--- src/rtl/sha256_msg_padder.sv ---
// rtl/sha256_msg_padder.sv - FIPS 180-4 message padder feeding 512-bit blocks to sha256_module.
// Define SHA256_PAD_BSWAP_EN to accept little-endian input words (byte-reversed before storage).
module sha256_msg_padder #(
    parameter int CNT_W = 61
) (
    input  logic         clk,
    input  logic         reset_n,
    input  logic [31:0]  in_data,
    input  logic [2:0]   in_bytes,
    input  logic         in_valid,
    input  logic         in_last,
    output logic         in_ready,
    output logic [511:0] blk_data,
    output logic         blk_start,
    output logic         blk_first,
    output logic         blk_last,
    input  logic         core_done,
    output logic         busy
);

    typedef enum logic [2:0] {S_IDLE, S_FILL, S_PAD, S_EXTRA, S_ISSUE, S_WAIT} state_t;

    state_t             state_q, state_d;
    logic [511:0]       buf_q, buf_d;
    logic [3:0]         widx_q, widx_d;
    logic [CNT_W-1:0]   cnt_q, cnt_d;
    logic [2:0]         lb_q, lb_d;
    logic               first_pend_q, first_pend_d;
    logic               first_out_q, first_out_d;
    logic               last_out_q, last_out_d;
    logic               extra_q, extra_d;
    logic               placed_q, placed_d;

    logic [31:0]        in_word;
    logic [2:0]         lb_in;
    logic [2:0]         word_add;
    logic [6:0]         pad_pos;
    logic [63:0]        bitlen;

`ifdef SHA256_PAD_BSWAP_EN
    assign in_word = {in_data[7:0], in_data[15:8], in_data[23:16], in_data[31:24]};
`else
    assign in_word = in_data;
`endif

    assign lb_in    = (in_bytes > 3'd4) ? 3'd4 : in_bytes;
    assign word_add = in_last ? lb_in : 3'd4;
    // Byte offset of the 0x80 marker inside the block; 64 means it spills into the next block.
    assign pad_pos  = 7'({widx_q, 2'b00}) + 7'(lb_q);
    assign bitlen   = 64'(cnt_q) << 3;

    assign in_ready  = reset_n && ((state_q == S_IDLE) || (state_q == S_FILL));
    assign blk_data  = buf_q;
    assign blk_start = (state_q == S_ISSUE);
    assign blk_first = first_out_q;
    assign blk_last  = last_out_q;
    assign busy      = (state_q != S_IDLE);

    always_comb begin
        state_d      = state_q;
        buf_d        = buf_q;
        widx_d       = widx_q;
        cnt_d        = cnt_q;
        lb_d         = lb_q;
        first_pend_d = first_pend_q;
        first_out_d  = first_out_q;
        last_out_d   = last_out_q;
        extra_d      = extra_q;
        placed_d     = placed_q;
        case (state_q)
            S_IDLE: begin
                if (in_valid) begin
                    buf_d        = '0;
                    buf_d[31:0]  = in_word;
                    cnt_d        = CNT_W'(word_add);
                    lb_d         = lb_in;
                    first_pend_d = 1'b1;
                    extra_d      = 1'b0;
                    placed_d     = 1'b0;
                    widx_d       = in_last ? 4'd0 : 4'd1;
                    state_d      = in_last ? S_PAD : S_FILL;
                end
            end
            S_FILL: begin
                if (in_valid) begin
                    buf_d[{widx_q, 5'd0} +: 32] = in_word;
                    cnt_d = cnt_q + CNT_W'(word_add);
                    lb_d  = lb_in;
                    if (in_last) begin
                        state_d = S_PAD;
                    end else if (widx_q == 4'd15) begin
                        first_out_d = first_pend_q;
                        last_out_d  = 1'b0;
                        state_d     = S_ISSUE;
                    end else begin
                        widx_d = widx_q + 4'd1;
                    end
                end
            end
            S_PAD: begin
                for (int b = 0; b < 64; b++) begin
                    if (7'(b) == pad_pos) begin
                        buf_d[32*(b/4) + 24 - 8*(b%4) +: 8] = 8'h80;
                    end else if (7'(b) > pad_pos) begin
                        buf_d[32*(b/4) + 24 - 8*(b%4) +: 8] = 8'h00;
                    end
                end
                first_out_d = first_pend_q;
                if (pad_pos < 7'd56) begin
                    buf_d[14*32 +: 32] = bitlen[63:32];
                    buf_d[15*32 +: 32] = bitlen[31:0];
                    last_out_d = 1'b1;
                end else begin
                    last_out_d = 1'b0;
                    extra_d    = 1'b1;
                    placed_d   = (pad_pos != 7'd64);
                end
                state_d = S_ISSUE;
            end
            S_EXTRA: begin
                buf_d = '0;
                if (!placed_q) begin
                    buf_d[31:0] = 32'h8000_0000;
                end
                buf_d[14*32 +: 32] = bitlen[63:32];
                buf_d[15*32 +: 32] = bitlen[31:0];
                extra_d     = 1'b0;
                first_out_d = first_pend_q;
                last_out_d  = 1'b1;
                state_d     = S_ISSUE;
            end
            S_ISSUE: begin
                first_pend_d = 1'b0;
                state_d      = S_WAIT;
            end
            S_WAIT: begin
                if (core_done) begin
                    first_out_d = 1'b0;
                    last_out_d  = 1'b0;
                    if (extra_q) begin
                        state_d = S_EXTRA;
                    end else if (last_out_q) begin
                        state_d = S_IDLE;
                    end else begin
                        widx_d  = 4'd0;
                        state_d = S_FILL;
                    end
                end
            end
            default: state_d = S_IDLE;
        endcase
    end

    always_ff @(posedge clk or negedge reset_n) begin
        if (!reset_n) begin
            state_q      <= S_IDLE;
            buf_q        <= '0;
            widx_q       <= '0;
            cnt_q        <= '0;
            lb_q         <= '0;
            first_pend_q <= 1'b0;
            first_out_q  <= 1'b0;
            last_out_q   <= 1'b0;
            extra_q      <= 1'b0;
            placed_q     <= 1'b0;
        end else begin
            state_q      <= state_d;
            buf_q        <= buf_d;
            widx_q       <= widx_d;
            cnt_q        <= cnt_d;
            lb_q         <= lb_d;
            first_pend_q <= first_pend_d;
            first_out_q  <= first_out_d;
            last_out_q   <= last_out_d;
            extra_q      <= extra_d;
            placed_q     <= placed_d;
        end
    end

endmodule

--- config.mk ---
export PLATFORM = sky130hd
export DESIGN_NAME = sha256_msg_padder
export DESIGN_NICKNAME = d
export VERILOG_FILES = /design/src/rtl/sha256_msg_padder.sv
export SDC_FILE = /design/constraint.sdc
export NUM_CORES = 1
export LEC_CHECK = 0
export CORE_UTILIZATION = 40
export DETAILED_ROUTE_END_ITERATION = 8
export GPL_ROUTABILITY_DRIVEN = 0
export SLEW_MARGIN = 20
export SYNTH_ARGS = -nofsm -noshare
export SYNTH_HDL_FRONTEND = slang
export SYNTH_SLANG_ARGS = --single-unit
--- constraint.sdc ---
create_clock -name clk -period 4.19 [get_ports clk]
set_clock_uncertainty 0.05 [all_clocks]
set_input_delay 0.419 -clock clk [delete_from_list [all_inputs] [get_ports clk]]
set_output_delay 0.419 -clock clk [all_outputs]
set_load 0.05 [all_outputs]
==> summary.md, run 1 <==
| Metric | Value |
|---|---|
| Status | finished clean |
| Cell Count Post-Placement | 3885 |
| Min-Delay Path Class | in2async |
| ANT nets after route | 0 |
| Final cell count without fillers | 4010 |
| F_max | 0.255 GHz |
| DR WL met3 | 11900 um |
| Vias in the first global route | 24.0k |
| Via density per instance | 6.08 |
| Post-layout util | 54.3% |
| Sequential share of the synthesized area | 54.3% |
| DP Worst Slack | 0.449 ns |
| Hold Fails Final Rpt | 0 |
| WP data arrival | 4.40 ns |
| Mapped Area | 0.0271 sq mm |
| Slew Viols, Final | 0 |
| Sum Neg Setup Slack | 0 ns |
| Final Instance Area | 0.0365 sq mm |
| Clock sinks | 588 |
| Area grow syn2layout | 34.5% |
| Top cells by area, synth | dfrtp_1 (54%), a22o_1 (7.6%), mux2i_1 (5.0%) |
| Initial antenna violation count | 10 |
| # IOs | 557 |
| CP max FO | 30 |
| # rows | 95 |
| Final hold slack | 0.319 ns |
| Met2 WL | 51200 um |
| CTS tree | yes |
| Vias | 24.4k |
| Synth Register Bits | 588 |
| DR top layer | met5 |
| Iteration-0 DRC Markers | 2764 |
| Pwr Total | 21.5 mW |
| Top-count cell post-synth | dfrtp_1 |
| Total routed wirelength | 113000 um |
| CTS Buf Count | 67 |
| Final Setup Violations | 0 |
| DP Wirelength | 83400 um |
| Fillcell total | 5751 |
| Initial core utilization | 40.4% |
| Nets | 3132 |
| Total core area | 0.0672 sq mm |
| Leakage power | 15.5 nW |
| Worst slew margin | 26.9% |
| CTS clk-pin slew, worst paths | 0.06 ns |
| Critical path startpoint category | register |
| Post-synth EDFFs | 0 |
| Yosys cell types | 92 |
| Die ar. | 0.0688 sq mm |
| Routed length on met1 | 45500 um |
| Final WS setup | 0.271 ns |
| Syn avg cell area | 10.7 sq um |
| Die height | 262 um |
| Post-placement cell area | 0.0340 sq mm |
| Pin count of the biggest net entering global routing | 172 |
| Clk buf depth | 3 |
| First-pass GRT wire length | 167000 um |
| Final period util | 93.5% |
| Overflow after GRT | 0 |
| Die width | 262 um |
| Mapped Cells | 2526 |
| DR pass1 iterations | 8 |
| Number of H-tree levels | 3 |
| PortBufs | 556 |
| Drt drc | 0 |
| RSZ-0062 raised after global routing | false |
| Clock latency on the worst-skew pair | 0.60 ns |
| Tmin final | 3.92 ns |
| Req. time, crit path | 4.67 ns |
| Critical path class | reg2reg |
| VDD IR max | 0.343 mV |
| Worst Tran Pin Value | 1.09 ns |
| PD cells | 590 mW/mm^2 |
| Prevailing post-synth register cell | dfrtp_1 |
| GRT Resource Usage Total | 32.3% |
| Ys async rst share | 100% |
| Max Cap Viol | 0 |
| Yosys top cell area share | 54.3% |
| Synthesized net count | 2576 |
| CTS Root Cell | clkbuf_16 |
| Postcts setup bufs | 0 |
| WL/cell | 28.2 um |
| Syn. warnings | 0 |
| Share of cells above drive strength 1 | 9.42% |
| Synth top cells by count | dfrtp_1 (588), nor2_1 (252), a22o_1 (234), nand2_1 (232), mux2i_1 (136) |
| Setup crit end kind | register |
| Cell taking the most area after synthesis | dfrtp_1 |
placed cells by master, fill, tap and decap left out, types with 29 or more instances in the layout:
cell,Yosys,routed
a21oi_1,96,95
and2_1,33,33
dfrtp_1,588,588
mux2i_1,136,136
o21ai_0,92,92
o2bb2ai_1,116,116
xor2_1,35,35
and3_1,30,30
a22o_1,234,234
clkdlybuf4s50_1,0,555
nor2_1,252,249
nand3_1,69,69
nand2_1,232,232
clkbuf_16,0,71
or3_1,29,29
buf_4,2,109
final timing paths:
kind / startpoint / end / slack [ns] / depth (start not counted)
min reg2reg: blk_data[435] / blk_data[435] / 0.44 / 1
max in group asynchronous: reset_n / blk_data[276] / 1.83 / 4
max: widx_q[0] / blk_data[371] / 0.27 / 10
min: reset_n / blk_data[89] / 0.32 / 2
min in group clk: in_bytes[0] / lb_q[0] / 0.39 / 3
max reg2reg: widx_q[0] / blk_data[371] / 0.27 / 10
worst max-delay path, cell delays in order, from the launching register on:
cell      delay [ns]
dfrtp_1         0.38
ha_1            0.34
ha_1            0.61
buf_4           0.40
nor3b_1         0.09
a22o_1          0.34
nor2_2          0.69
o21ai_0         0.35
o211ai_1        0.18
buf_4           0.23
a32o_1          0.16
metal layers:
layer / track usage, % / vias to the layer above
li1: - / 10500
met1: 42.6 / 12300
met2: 49.7 / 1369
met3: 9.65 / 256
met4: 13.3 / 6
met5: 0 / -
state kept, by name, indices dropped and copies added, names as in the netlist, 3 cells and up:
register and cells:
cnt_q 61, lb_q 3, widx_q 4, blk_data 512, state_q 3
cell families after synthesis:
group           synth area share (%)
simple gates                    13.9
compound gates                  20.9
flops                           54.3
buf+inv                         3.05
mux                             5.56
xor+xnor                        1.87
fa+ha+maj                      0.489
power by group:
part | switching, mW | total, mW | internal, mW
clock network | 2.47 | 6.55 | 4.08
registers | 0.407 | 6.50 | 6.09
logic | 6.29 | 8.47 | 2.18
cell type report:
class / count / area, sq um / area share, %
Multi-Input combinational cell: 1734 / 11600 / 31.9
Clock inverter: 27 / 460 / 1.26
Tap cell: 873 / 1090 / 2.99
Clock buffer: 93 / 2000 / 5.48
Sequential cell: 588 / 14700 / 40.3
Antenna cell: 4 / 10.0 / 0.0274
Timing Repair Buffer: 670 / 6480 / 17.8
Inverter: 21 / 78.8 / 0.216
timing repair:
action,4_1_cts,5_1_grt
hold endpoints to repair,61,0
resized for setup,0,0
hold buffers,1,0
No activity file was read; power rests on OpenSTA's default activity.
==> inputs of run 2 (changes only) <==
CELL_PAD_IN_SITES_DETAIL_PLACEMENT = 0   (was unset)
CELL_PAD_IN_SITES_GLOBAL_PLACEMENT = 2   (was unset)
CORE_UTILIZATION = 33   (was 40)
PLACE_DENSITY_LB_ADDON = 0.1   (was unset)
SLEW_MARGIN = unset   (was 20)
==> run 2 against run 1 <==
Routed wire length increased by 8.6%. Maximum frequency decreased by 1.5%. Combinational power increased by 3.0%. Clock power decreased by 3.2%. Largest cell class unchanged. Global-route usage decreased by 3.5 points.
==> summary.md, run 2 (same netlist as run 1, synthesis figures left out) <==
| Metric | Value |
|---|---|
| PortBufs | 556 (unchanged) |
| Nets | 3145 (was 3132) |
| First-pass GRT wire length | 174000 um (was 167000 um) |
| F_max | 0.251 GHz (was 0.255 GHz) |
| Pwr Total | 21.5 mW (about the same) |
| R2r endpoint | blk_data[115] (was blk_data[371]) |
| Worst Tran Pin Value | 1.15 ns (was 1.09 ns) |
| Via density per instance | 5.70 (was 6.08) |
| Status | finished clean (unchanged) |
| Critical path class | reg2reg (unchanged) |
| CTS clk-pin slew, worst paths | 0.06 ns (about the same) |
| Final period util | 95.0% (was 93.5%) |
| # IOs | 557 (unchanged) |
| Die height | 289 um (was 262 um) |
| Area grow syn2layout | 35.5% (was 34.5%) |
| PD cells | 586 mW/mm^2 (was 590 mW/mm^2) |
| Pin count of the biggest net entering global routing | 173 (was 172) |
| Iteration-0 DRC Markers | 2186 (was 2764) |
| WP data arrival | 4.42 ns (was 4.40 ns) |
| Reg2reg setup slack | 0.21 ns (was 0.27 ns) |
| Clk buf depth | 3 (unchanged) |
| Total core area | 0.0809 sq mm (was 0.0672 sq mm) |
| Die ar. | 0.0833 sq mm (was 0.0688 sq mm) |
| Critical R2R Launch | widx_q[0] (unchanged) |
| Critical Path End | blk_data[115] (was blk_data[371]) |
| Min-Delay Path Class | in2async (unchanged) |
| Max reg flops | 512 (unchanged) |
| Die width | 289 um (was 262 um) |
| Critical path startpoint category | register (unchanged) |
| Max Cap Viol | 0 (unchanged) |
| DP Wirelength | 90200 um (was 83400 um) |
| VDD IR max | 0.309 mV (was 0.343 mV) |
| Most frequent cells in the layout | dfrtp_1 (588), clkdlybuf4s50_1 (554), nor2_1 (248) (was dfrtp_1 (588), clkdlybuf4s50_1 (555), nor2_1 (249)) |
| Tmin final | 3.98 ns (was 3.92 ns) |
| CP max FO | 14 (was 30) |
| Leakage power | 15.6 nW (was 15.5 nW) |
| Fillcell total | 7672 (was 5751) |
| Total routed wirelength | 123000 um (was 113000 um) |
| Req. time, crit path | 4.63 ns (was 4.67 ns) |
| Clock latency on the worst-skew pair | 0.62 ns (was 0.60 ns) |
| Slew Viols, Final | 0 (unchanged) |
| Drt drc | 0 (unchanged) |
| Share of cells above drive strength 1 | 9.78% (was 9.42%) |
| Initial core utilization | 33.5% (was 40.4%) |
| # rows | 104 (was 95) |
| Setup crit end kind | register (unchanged) |
| Worst r2r path cells | 8 (was 10) |
| Worst slew margin | 23.0% (was 26.9%) |
| WL/cell | 29.2 um (was 28.2 um) |
| Hold Fails Final Rpt | 0 (unchanged) |
| Most common cell after layout, fill and taps aside | dfrtp_1 (unchanged) |
| Clock sinks | 588 (unchanged) |
| Sum Neg Setup Slack | 0 ns (unchanged) |
| CTS tree | yes (unchanged) |
| CTS Root Cell | clkbuf_16 (unchanged) |
| DR pass1 iterations | 5 (was 8) |
| RSZ-0062 raised after global routing | false (unchanged) |
| Initial antenna violation count | 5 (was 10) |
| Overflow after GRT | 0 (unchanged) |
| Number of H-tree levels | 3 (unchanged) |
| CTS Buf Count | 70 (was 67) |
| Vias in the first global route | 23.6k (was 24.0k) |
| CP Launch Point | widx_q[0] (unchanged) |
| Vias | 24.0k (was 24.4k) |
| GRT Resource Usage Total | 28.9% (was 32.3%) |
| Final Setup Violations | 0 (unchanged) |
| ANT nets after route | 0 (unchanged) |
| Postcts setup bufs | 0 (unchanged) |
==> run 2: cell type report <==
cell class	instances	area, sq um	area share (%)
tap	1060	1330	3.61
timing repair buffer	680	6560	17.9
clock inverter	26	350	0.954
sequential	588	14700	40.1
antenna	2	5.00	0.0136
inverter	21	78.8	0.215
clock buffer	101	2060	5.60
multi-input combinational	1734	11600	31.7
==> run 2: timing repair <==
item                      CTS  global route
hold buffers                1             0
resized for setup           0             0
hold endpoints to repair   78             0
==> run 2: worst min-delay path by stage <==
stage / slack [ns] / endpoint / start / depth (start not counted)
5_1_grt: 0.40 / blk_data[113] / reset_n / 2
3_3_place_gp: 0.41 / blk_data[113] / reset_n / 1
3_5_place_dp: 0.42 / blk_data[113] / reset_n / 1
4_1_cts: 0.37 / blk_data[113] / reset_n / 2
6_report: 0.35 / blk_data[113] / reset_n / 2
2_1_floorplan: 0.07 / blk_data[0] / reset_n / 0
==> run 2: report_power, final <==
group          switching (mW)  internal, mW  total (mW)
clock                    2.63          3.71        6.34
sequential              0.378          6.10        6.47
combinational            6.54          2.18        8.72
total                    9.55          12.0        21.5
==> run 2: worst max-delay path: stages (launching register included) <==
cell	delay, ns
dfrtp_1	0.36
ha_1	0.46
ha_1	0.56
buf_4	0.28
a21o_1	0.23
nand2_1	0.40
o31ai_1	0.82
o21ai_1	0.45
o2bb2ai_1	0.23
==> run 2: per-stage QoR <==
stage	cell area, sq um	util, %	setup WS, ns	std cells	hold slack, ns
CTS	36700	45.4	0.395	4210	0.368
floorplan	27100	-	1.27	2526	0.0734
global placement	34300	42.4	0.444	4082	0.413
finish	36700	45.4	0.210	4212	0.346
global route	36700	45.4	0.0708	4210	0.397
detailed placement	34300	42.4	0.403	4082	0.422
==> run 2: layer usage <==
| layer | track usage (%) | wire (um) | vias to the layer above |
|---|---|---|---|
| met2 | 44.7 | 56400 | 1047 |
| met4 | 9.25 | 3740 | 4 |
| met3 | 6.60 | 9720 | 178 |
| li1 | - | - | 10500 |
| met1 | 39.9 | 53000 | 12300 |
| met5 | 0 | 20 | - |
==> inputs of run 3 (changes only) <==
CORE_UTILIZATION = 35   (was 33)
RECOVER_POWER = 25   (was unset)
clock period = 5.2 ns   (was 4.19 ns; I/O delays follow)
==> run 3 against run 2 <==
The run now ends with capacitance limit, slew limit left. First-iteration DRC count rose by 9.7%. Worst setup slack better by 0.51 ns. Via count is 0.24% lower. Sequential share of layout area is 0.35 points higher.
==> summary.md, run 3 (same netlist as run 1, synthesis figures left out) <==
| Metric | Value |
|---|---|
| CTS resizes | 0 (unchanged) |
| Iteration-0 DRC Markers | 2398 (was 2186) |
| Leakage power | 15.5 nW (was 15.6 nW) |
| Delay-heaviest family, CP | compound AO/OA/AOI/OAI gates (unchanged) |
| DP Wirelength | 87300 um (was 90200 um) |
| Hold Fails Final Rpt | 0 (unchanged) |
| WL/cell | 29.0 um (was 29.2 um) |
| Tmin final | 4.48 ns (was 3.98 ns) |
| Total routed wirelength | 120000 um (was 123000 um) |
| Drt drc | 0 (unchanged) |
| First-pass GRT wire length | 172000 um (was 174000 um) |
| Setup crit end kind | register (unchanged) |
| Die height | 280 um (was 289 um) |
| Req. time, crit path | 5.66 ns (was 4.63 ns) |
| CTS clk-pin slew, worst paths | 0.06 ns (about the same) |
| Most common cell after layout, fill and taps aside | dfrtp_1 (unchanged) |
| DP Worst Slack | 0.652 ns (was 0.403 ns) |
| Total core area | 0.0763 sq mm (was 0.0809 sq mm) |
| F_max | 0.223 GHz (was 0.251 GHz) |
| CTS Buf Count | 69 (was 70) |
| Max stage delay cell, worst path | dfrtp_1 (was o31ai_1) |
| Overflow after GRT | 0 (unchanged) |
| Most frequent cells in the layout | dfrtp_1 (588), clkdlybuf4s50_1 (527), nor2_1 (248) (was dfrtp_1 (588), clkdlybuf4s50_1 (554), nor2_1 (248)) |
| Vias | 23.9k (was 24.0k) |
| Min-Delay Path Class | in2async (unchanged) |
| Final cell count without fillers | 4137 (was 4212) |
| PD cells | 474 mW/mm^2 (was 586 mW/mm^2) |
| CTS Root Cell | clkbuf_16 (unchanged) |
| ANT nets after route | 0 (unchanged) |
| Clock sinks | 588 (unchanged) |
| Final WS setup | 0.724 ns (was 0.210 ns) |
| CP max FO | 22 (was 14) |
| Reg2reg setup slack | 0.72 ns (was 0.21 ns) |
| Critical path class | reg2reg (unchanged) |
| Critical R2R Launch | widx_q[0] (unchanged) |
| Pin count of the biggest net entering global routing | 149 (was 173) |
| CP Launch Point | widx_q[0] (unchanged) |
| Slew Viols, Final | 191 (was 0) |
| Fillcell total | 7170 (was 7672) |
| Via density per instance | 5.79 (was 5.70) |
| Worst slew margin | -19.1% (was 23.0%) |
| Number of H-tree levels | 3 (unchanged) |
| WP data arrival | 4.94 ns (was 4.42 ns) |
| Status | finished, violations left (was finished clean) |
| Max Cap Viol | 3 (was 0) |
| Postcts setup bufs | 0 (unchanged) |
| Violated checks | capacitance limit, slew limit |
| Die ar. | 0.0786 sq mm (was 0.0833 sq mm) |
| Post-layout util | 47.7% (was 45.4%) |
| Critical path startpoint category | register (unchanged) |
| Final Setup Violations | 0 (unchanged) |
| Sum Neg Setup Slack | 0 ns (unchanged) |
| DR pass1 iterations | 5 (unchanged) |
| PortBufs | 556 (unchanged) |
| Die width | 280 um (was 289 um) |
| VDD IR max | 0.271 mV (was 0.309 mV) |
| Clk buf depth | 3 (unchanged) |
| Cell Count Post-Placement | 4013 (was 4082) |
| # rows | 101 (was 104) |
| Max reg flops | 512 (unchanged) |
| Vias in the first global route | 23.7k (was 23.6k) |
| Pwr Total | 17.3 mW (was 21.5 mW) |
| Worst Path Buf+Inv | 0 (was 1) |
| Final period util | 86.1% (was 95.0%) |
| GRT Resource Usage Total | 30.0% (was 28.9%) |
| Worst Tran Pin Value | 1.79 ns (was 1.15 ns) |
| Nets | 3105 (was 3145) |
| # IOs | 557 (unchanged) |
| Critical-path cell list | ha_1, ha_1, nand2_1, o22a_1, o41ai_4, nand2_1, a22o_1 (was ha_1, ha_1, buf_4, a21o_1, nand2_1, o31ai_1, o21ai_1, o2bb2ai_1) |
| Initial core utilization | 35.5% (was 33.5%) |
| Crit path largest cell delay | 0.86 ns (was 0.82 ns) |
| Clock latency on the worst-skew pair | 0.64 ns (was 0.62 ns) |
| RSZ-0062 raised after global routing | false (unchanged) |
| CTS tree | yes (unchanged) |
| Share of cells above drive strength 1 | 8.56% (was 9.78%) |
| Initial antenna violation count | 1 (was 5) |
| Area grow syn2layout | 34.3% (was 35.5%) |
run 3: worst reg2reg max path, delay by kind of cell, from the launching register on:
| kind | cells | cell delay (ns) |
|---|---|---|
| adder cells (fa/ha/maj) | 2 | 1.27 |
| flip-flops | 1 | 0.86 |
| AO/OA/AOI/OAI | 3 | 1.64 |
| AND/OR/NAND/NOR | 2 | 0.55 |
run 3: cell type report:
type                    instances  area (sq um)  area share (%)
flip-flops and latches        588         14700            40.4
diodes                          1          2.50         0.00687
clock inverters                30           473            1.30
inverters                      21          78.8           0.217
clock buffers                  92          1950            5.36
repair buffers                641          6270            17.2
well taps                    1030          1290            3.54
multi-input cells            1734         11600            31.9
run 3: worst paths after layout:
kind / endpoint / cells past startpoint
setup / recovery: blk_data[465] / 7
hold / removal: blk_data[355] / 2
setup reg to reg: blk_data[465] / 7
hold reg to reg: blk_data[481] / 2
max in group asynchronous: blk_data[500] / 3
min in group clk: blk_data[481] / 2
run 3: metrics by stage:
stage | instance area, sq um | hold WS [ns]
floorplan | 27100 | 0.174
global placement | 34000 | 0.421
detailed placement | 34000 | 0.421
CTS | 36400 | 0.422
global route | 36400 | 0.448
finish | 36400 | 0.418
run 3: layer usage:
metal	track usage (%)	wire, um	up-vias
met5	0	0	-
li1	-	-	10400
met4	9.86	3720	0
met3	6.55	9540	185
met1	41.4	51800	12300
met2	46.6	55000	1071
run 3: report_power, final:
part	internal, mW	leakage, nW	total, mW	switching, mW
Clock	3.08	1.19	5.19	2.12
Combinational	1.66	6.16	6.83	5.17
Sequential	4.91	8.14	5.26	0.347
Total	9.65	15.5	17.3	7.63
run 3: repair_timing:
action | CTS | global route
setup endpoints to repair | 0 | 0
endpoints found under the hold margin | 70 | 0
hold buffers | 1 | 0
